## src/rtl/contrast_frame_stats.sv

```systemverilog
// contrast_frame_stats: 1-deep AXI-Stream register slice with per-frame
// min / max / mean luminance statistics, published once per completed frame.
// The mean is computed by a serial restoring divider (sum / N, one bit per cycle).
module contrast_frame_stats #(
    parameter int DATA_WIDTH   = 8,
    parameter int FRAME_WIDTH  = 640,
    parameter int FRAME_HEIGHT = 512
) (
    input  logic                  clk,
    input  logic                  rst_n,
    // pixel input stream
    input  logic                  s_axis_tvalid,
    output logic                  s_axis_tready,
    input  logic [DATA_WIDTH-1:0] s_axis_tdata,
    input  logic                  s_axis_tlast,
    input  logic                  s_axis_tuser,
    // registered copy of the input stream
    output logic                  m_axis_tvalid,
    input  logic                  m_axis_tready,
    output logic [DATA_WIDTH-1:0] m_axis_tdata,
    output logic                  m_axis_tlast,
    output logic                  m_axis_tuser,
    // frame statistics
    output logic                  stat_valid,
    output logic [DATA_WIDTH-1:0] stat_min,
    output logic [DATA_WIDTH-1:0] stat_max,
    output logic [DATA_WIDTH-1:0] stat_mean,
    output logic                  stat_err
);

    localparam int N      = FRAME_WIDTH * FRAME_HEIGHT;
    localparam int SUM_W  = DATA_WIDTH + $clog2(N);
    localparam int COL_W  = $clog2(FRAME_WIDTH + 1);
    localparam int LINE_W = $clog2(FRAME_HEIGHT + 1);
    localparam int CNT_W  = $clog2(SUM_W + 1);

    localparam logic [COL_W-1:0]  COL_LAST  = COL_W'(FRAME_WIDTH);
    localparam logic [LINE_W-1:0] LINE_LAST = LINE_W'(FRAME_HEIGHT - 1);
    localparam logic [SUM_W:0]    DIVISOR   = (SUM_W + 1)'(N);
    localparam logic [CNT_W-1:0]  CNT_LAST  = CNT_W'(SUM_W - 1);

    typedef enum logic [1:0] {
        ST_IDLE,
        ST_DIV,
        ST_DONE
    } state_t;

    // ------------------------------------------------------------------
    // Stream register slice
    // ------------------------------------------------------------------
    logic accept;

    assign s_axis_tready = m_axis_tready | ~m_axis_tvalid;
    assign accept        = s_axis_tvalid & s_axis_tready;

    // Output register: loads whenever the slot is empty or being drained.
    always_ff @(posedge clk or negedge rst_n) begin
        if (!rst_n) begin
            m_axis_tvalid <= 1'b0;
            m_axis_tdata  <= '0;
            m_axis_tlast  <= 1'b0;
            m_axis_tuser  <= 1'b0;
        end else if (s_axis_tready) begin
            m_axis_tvalid <= s_axis_tvalid;
            if (s_axis_tvalid) begin
                m_axis_tdata <= s_axis_tdata;
                m_axis_tlast <= s_axis_tlast;
                m_axis_tuser <= s_axis_tuser;
            end
        end
    end

    // ------------------------------------------------------------------
    // Frame accumulation
    // ------------------------------------------------------------------
    logic                  in_frame;
    logic [COL_W-1:0]      col;
    logic [LINE_W-1:0]     line;
    logic [DATA_WIDTH-1:0] min_acc;
    logic [DATA_WIDTH-1:0] max_acc;
    logic [SUM_W-1:0]      sum_acc;

    logic                  beat_act;
    logic                  line_bad;
    logic                  frame_done;
    logic                  err_nx;
    logic [COL_W-1:0]      col_nx;
    logic [LINE_W-1:0]     line_cur;
    logic [DATA_WIDTH-1:0] min_nx;
    logic [DATA_WIDTH-1:0] max_nx;
    logic [SUM_W-1:0]      sum_nx;

    // Next accumulator values for the beat being accepted; an SOF beat
    // restarts everything from that pixel, even mid-frame.
    always_comb begin
        beat_act = accept & (s_axis_tuser | in_frame);
        if (s_axis_tuser) begin
            col_nx   = COL_W'(1);
            line_cur = '0;
            min_nx   = s_axis_tdata;
            max_nx   = s_axis_tdata;
            sum_nx   = SUM_W'(s_axis_tdata);
        end else begin
            col_nx   = col + COL_W'(1);
            line_cur = line;
            min_nx   = (s_axis_tdata < min_acc) ? s_axis_tdata : min_acc;
            max_nx   = (s_axis_tdata > max_acc) ? s_axis_tdata : max_acc;
            sum_nx   = sum_acc + SUM_W'(s_axis_tdata);
        end
        line_bad   = s_axis_tlast ? (col_nx != COL_LAST) : (col_nx == COL_LAST);
        frame_done = beat_act & s_axis_tlast & ~line_bad & (line_cur == LINE_LAST);
        err_nx     = (accept & s_axis_tuser & in_frame) | (beat_act & line_bad);
    end

    // Framing state and running statistics; malformed lines drop the frame.
    always_ff @(posedge clk or negedge rst_n) begin
        if (!rst_n) begin
            in_frame <= 1'b0;
            col      <= '0;
            line     <= '0;
            min_acc  <= '0;
            max_acc  <= '0;
            sum_acc  <= '0;
            stat_err <= 1'b0;
        end else begin
            stat_err <= err_nx;
            if (beat_act) begin
                min_acc <= min_nx;
                max_acc <= max_nx;
                sum_acc <= sum_nx;
                if (line_bad) begin
                    in_frame <= 1'b0;
                    col      <= '0;
                    line     <= '0;
                end else if (s_axis_tlast) begin
                    col <= '0;
                    if (line_cur == LINE_LAST) begin
                        in_frame <= 1'b0;
                        line     <= '0;
                    end else begin
                        in_frame <= 1'b1;
                        line     <= line_cur + LINE_W'(1);
                    end
                end else begin
                    in_frame <= 1'b1;
                    col      <= col_nx;
                    line     <= line_cur;
                end
            end
        end
    end

    // ------------------------------------------------------------------
    // Divider FSM
    // ------------------------------------------------------------------
    state_t            state;
    state_t            state_nx;
    logic [CNT_W-1:0]  div_cnt;
    logic [SUM_W-1:0]  rem;
    logic [SUM_W-1:0]  dq;
    logic [SUM_W:0]    rem_sh;
    logic              q_bit;
    logic [SUM_W-1:0]  rem_nx;
    logic [DATA_WIDTH-1:0] snap_min;
    logic [DATA_WIDTH-1:0] snap_max;

    // State register.
    always_ff @(posedge clk or negedge rst_n) begin
        if (!rst_n) begin
            state <= ST_IDLE;
        end else begin
            state <= state_nx;
        end
    end

    // Next state; a newly completed frame always (re)starts the division.
    always_comb begin
        state_nx = state;
        case (state)
            ST_IDLE: state_nx = ST_IDLE;
            ST_DIV:  if (div_cnt == CNT_LAST) state_nx = ST_DONE;
            ST_DONE: state_nx = ST_IDLE;
            default: state_nx = ST_IDLE;
        endcase
        if (frame_done) begin
            state_nx = ST_DIV;
        end
    end

    // One restoring step: dq shifts the dividend out at the top and the
    // quotient in at the bottom, so after SUM_W steps dq holds sum / N.
    always_comb begin
        rem_sh = {rem, dq[SUM_W-1]};
        q_bit  = (rem_sh >= DIVISOR);
        rem_nx = q_bit ? SUM_W'(rem_sh - DIVISOR) : rem_sh[SUM_W-1:0];
    end

    assign stat_valid = (state == ST_DONE);

    // Divider datapath and published statistics.
    always_ff @(posedge clk or negedge rst_n) begin
        if (!rst_n) begin
            div_cnt   <= '0;
            rem       <= '0;
            dq        <= '0;
            snap_min  <= '0;
            snap_max  <= '0;
            stat_min  <= '0;
            stat_max  <= '0;
            stat_mean <= '0;
        end else if (frame_done) begin
            div_cnt  <= '0;
            rem      <= '0;
            dq       <= sum_nx;
            snap_min <= min_nx;
            snap_max <= max_nx;
        end else if (state == ST_DIV) begin
            div_cnt <= div_cnt + CNT_W'(1);
            rem     <= rem_nx;
            dq      <= {dq[SUM_W-2:0], q_bit};
            if (div_cnt == CNT_LAST) begin
                stat_min  <= snap_min;
                stat_max  <= snap_max;
                stat_mean <= DATA_WIDTH'({dq[SUM_W-2:0], q_bit});
            end
        end
    end

endmodule

```

## config.mk

```make
export PLATFORM = sky130hd
export DESIGN_NAME = contrast_frame_stats
export DESIGN_NICKNAME = d
export VERILOG_FILES = /design/src/rtl/contrast_frame_stats.sv
export SDC_FILE = /design/constraint.sdc
export NUM_CORES = 1
export LEC_CHECK = 0
export BUFFER_PORTS_ARGS = -buffer_cell sky130_fd_sc_hd__buf_2
export CAP_MARGIN = 40
export CORE_ASPECT_RATIO = 0.9
export CORE_UTILIZATION = 60
export DETAILED_ROUTE_END_ITERATION = 6
export PLACE_DENSITY = 0.82
export REMOVE_ABC_BUFFERS = 1
export SYNTH_ARGS = -nofsm -noshare
export SYNTH_HDL_FRONTEND = slang
export SYNTH_SLANG_ARGS = --single-unit
export TNS_END_PERCENT = 10
```

## constraint.sdc

```tcl
create_clock -name clk -period 5 [get_ports clk]
set_input_delay 0.5 -clock clk [delete_from_list [all_inputs] [get_ports clk]]
set_output_delay 0.5 -clock clk [all_outputs]
set_load 0.01 [all_outputs]
```

==> summary.txt <==
Run status
  • Outcome: finished, violations left
  • Failing checks: hold timing

Clocking
  • Hold buffer count at CTS: 0
  • Clock transition at path regs: 70 ps
  • H-tree depth: 4
  • Post-CTS Setup Bufs: 0
  • Skew-Pair Late Insertion Delay: 440 ps
  • Total CTS buffers: 17
  • Gates resized, CTS repair: 0
  • Root Driver: clkbuf_16
  • CTS sink count: about 180
  • Clock Path Buffers: 2
  • CTS tree: done

Route
  • WL met2: 10100 µm
  • Vias/cell: around 6
  • Initial DRC count: 585
  • Final ANT Viol Nets: 0
  • WL met3: roughly 880 µm
  • Wire per inst: around 18 µm
  • DRC Markers: 0
  • Max Used Layer: met4
  • Total number of vias: 7528
  • Final wirelength: 21500 µm
  • Metal-1 WL: 10100 µm
  • Drt pass-1 iters: 6

Timing
  • Tcrit/Tclk final: 0.676
  • Crit path time final: between 3000 and 4000 ps
  • # setup viols final: 0
  • Hold Vio Cnt, Final: 6
  • TNS Setup: 0 ps
  • Unrepaired setup endpoints after global routing: no
  • Max frequency: 296 MHz
  • Slack of the critical path: 1620 ps
  • Worst Max-Slew Pin Slew: 917 ps
  • Final clock skew: 11.9 ps
  • Final hold slack: -2.73 ps
  • Pins Over Slew Limit: 0
  • Max_slew headroom: 0.373

Synthesis
  • Top-count cell post-synth: dfrtp_1
  • Yosys reg bits: 177
  • Share of flip-flops with an asynchronous set or reset: 1.00
  • Area leader, netlist: dfrtp_1
  • Netlist cell types: 65
  • Synth top cells by count: dfrtp_1, nand2_1, mux2i_1
  • Syn_area_per_cell: 10.0 µm²
  • Area contributors post-synth: dfrtp_1, mux2i_1, nand2_1
  • Top FF cell, synth: dfrtp_1
  • Synth Instances: 977
  • Post-synth top area share: 0.453
  • EDFF count, synth: 0
  • Mapped Area: between 0.009 and 0.01 mm²
  • Register area share after synthesis: 0.453
  • Synth Warn #: 0

Place
  • Post-DP HPWL: 14100 µm
  • Gpl congestion: 0.835
  • I/O Buffers: 51
  • Worst setup slack after placement: 1660 ps

Critical path
  • CP Capture Type: register
  • Crit path arrival time: 3650 ps
  • CP Launch Type: register
  • Setup Crit Path Kind: reg2reg
  • Worst r2r path cells: 8
  • Worst EP required: 5270 ps
  • Reg2reg setup slack: 1620 ps
  • CP Max Fanout: 40

Global route
  • GRT Util Overall: 0.274
  • Antenna violations before repair: 0
  • Vias in the first global route: 7092
  • Grt ovf: 0
  • Largest net degree at the start of global routing: 69
  • First-pass GRT wire length: 35600 µm

Final layout
  • Share of layout cells above drive strength 1: 0.153
  • Diode count: 0
  • Final net count: 1049
  • Area grow syn2layout: 10.3%

Floorplan
  • Row count: 43
  • IO Pins: 52
  • Chip width: 137 µm
  • Die Height: 123 µm
  • Die area: 0.0168 mm²
  • Core area: roughly 0.016 mm²
  • Effective utilization at floorplan: 0.625

Power
  • P_leak: 4.70 nW
  • Peak supply drop: 0.387 mV
  • Pwr per Cell Area: between 300 and 400 mW/mm²

Hold path
  • Worst hold path class: in2async

Job
  • Max-cap check violation count: 0
## layer usage
layer,GRT usage,up-vias
li1,-,3580
met5,0,-
met2,0.433,209
met1,0.380,3702
met4,0.0993,0
met3,0.0447,37
## cells by family (layout without fill, tap and decap cells)
kind of cell               count (synthesis)  count (layout)  share of synthesized area
AOI/OAI and AO/OA                        230             230                      0.150
buffers and inverters                     91             132                     0.0410
muxes                                    125             125                      0.141
and+or+nand+nor                          284             284                      0.140
adders and majority gates                 30              30                     0.0391
xor gates and xnor gates                  40              40                     0.0358
DFF                                      177             177                      0.453
## worst max-delay path, cell delays in order, from the launching register on
cell and delay [ps]:
dfrtp_1 450, ha_1 260, nand3_1 220, or4_1 520, o311ai_1 140, and4_1 350
and2_2 790, buf_4 370, a211oi_1 80
## cell usage in the layout, fill, tap and decap left out, drive strengths merged, types with 4 or more instances in the layout
master | Yosys | final
clkinv | 0 | 5
mux2i | 80 | 80
nor3 | 12 | 12
inv | 32 | 38
xor2 | 11 | 11
a32o | 8 | 8
nor4b | 4 | 4
o211ai | 11 | 11
ha | 29 | 29
o21a | 6 | 6
nor4 | 6 | 6
o21ai | 61 | 61
a31oi | 25 | 25
nor3b | 7 | 7
nand2b | 6 | 6
o22ai | 4 | 4
and3 | 4 | 4
nor2 | 61 | 61
nand4 | 9 | 9
a211oi | 20 | 20
mux2 | 45 | 45
a21oi | 55 | 55
a21o | 9 | 9
nor2b | 15 | 15
clkbuf | 35 | 18
xnor2 | 29 | 29
o31ai | 8 | 8
buf | 24 | 68
dfrtp | 177 | 177
nand2 | 103 | 103
nand3 | 38 | 38
or4 | 5 | 5
## per-stage QoR
step                      area (µm²)  utilization  instances  total power, W
after floorplan                 9510            -        918         0.00238
after global placement         10100        0.646       1183         0.00262
after detailed placement       10200        0.650       1187         0.00266
after CTS                      10800        0.689       1219         0.00406
after global routing           10800        0.690       1220         0.00426
final                          10800        0.690       1220         0.00406
## state kept, by name (all words and copies together), names as in the netlist
name           count
snap_max           8
stat_err           1
m_axis_tuser       1
col               10
stat_min           8
line              10
dq                27
m_axis_tlast       1
in_frame           1
snap_min           8
div_cnt            5
m_axis_tdata       8
sum_acc           27
max_acc            8
state              2
rem               27
stat_mean          8
min_acc            8
stat_max           8
m_axis_tvalid      1
## power breakdown
group / total [W] / switching, W / internal, W / leakage [nW]
registers: 0.00171 / 0.000142 / 0.00156 / 2.06
logic: 0.000959 / 0.000565 / 0.000394 / 2.33
clock network: 0.00139 / 0.000584 / 0.000808 / 0.308
total: 0.00406 / 0.00129 / 0.00277 / 4.70
## path summary, 6_finish.rpt
kind,from,to
min,rst_n,rem[11]$_DFFE_PN0P_
max reg2reg,col[1]$_DFFE_PN0P_,rem[25]$_DFFE_PN0P_
max in group asynchronous,rst_n,stat_mean[6]$_DFFE_PN0P_
min in group clk,s_axis_tvalid,m_axis_tvalid$_DFFE_PN0N_
max,col[1]$_DFFE_PN0P_,rem[25]$_DFFE_PN0P_
min reg2reg,sum_acc[6]$_DFFE_PN0P_,sum_acc[6]$_DFFE_PN0P_
## final cells by class
type / instances / area (µm²)
Multi-Input combinational cell: 709 / 4960
Fill cell: 1148 / 4860
Inverter: 32 / 120
Clock buffer: 18 / 439
Sequential cell: 177 / 4430
Clock inverter: 14 / 174
Tap cell: 202 / 253
Timing Repair Buffer: 68 / 419
Power figures use the tool's default switching activity.
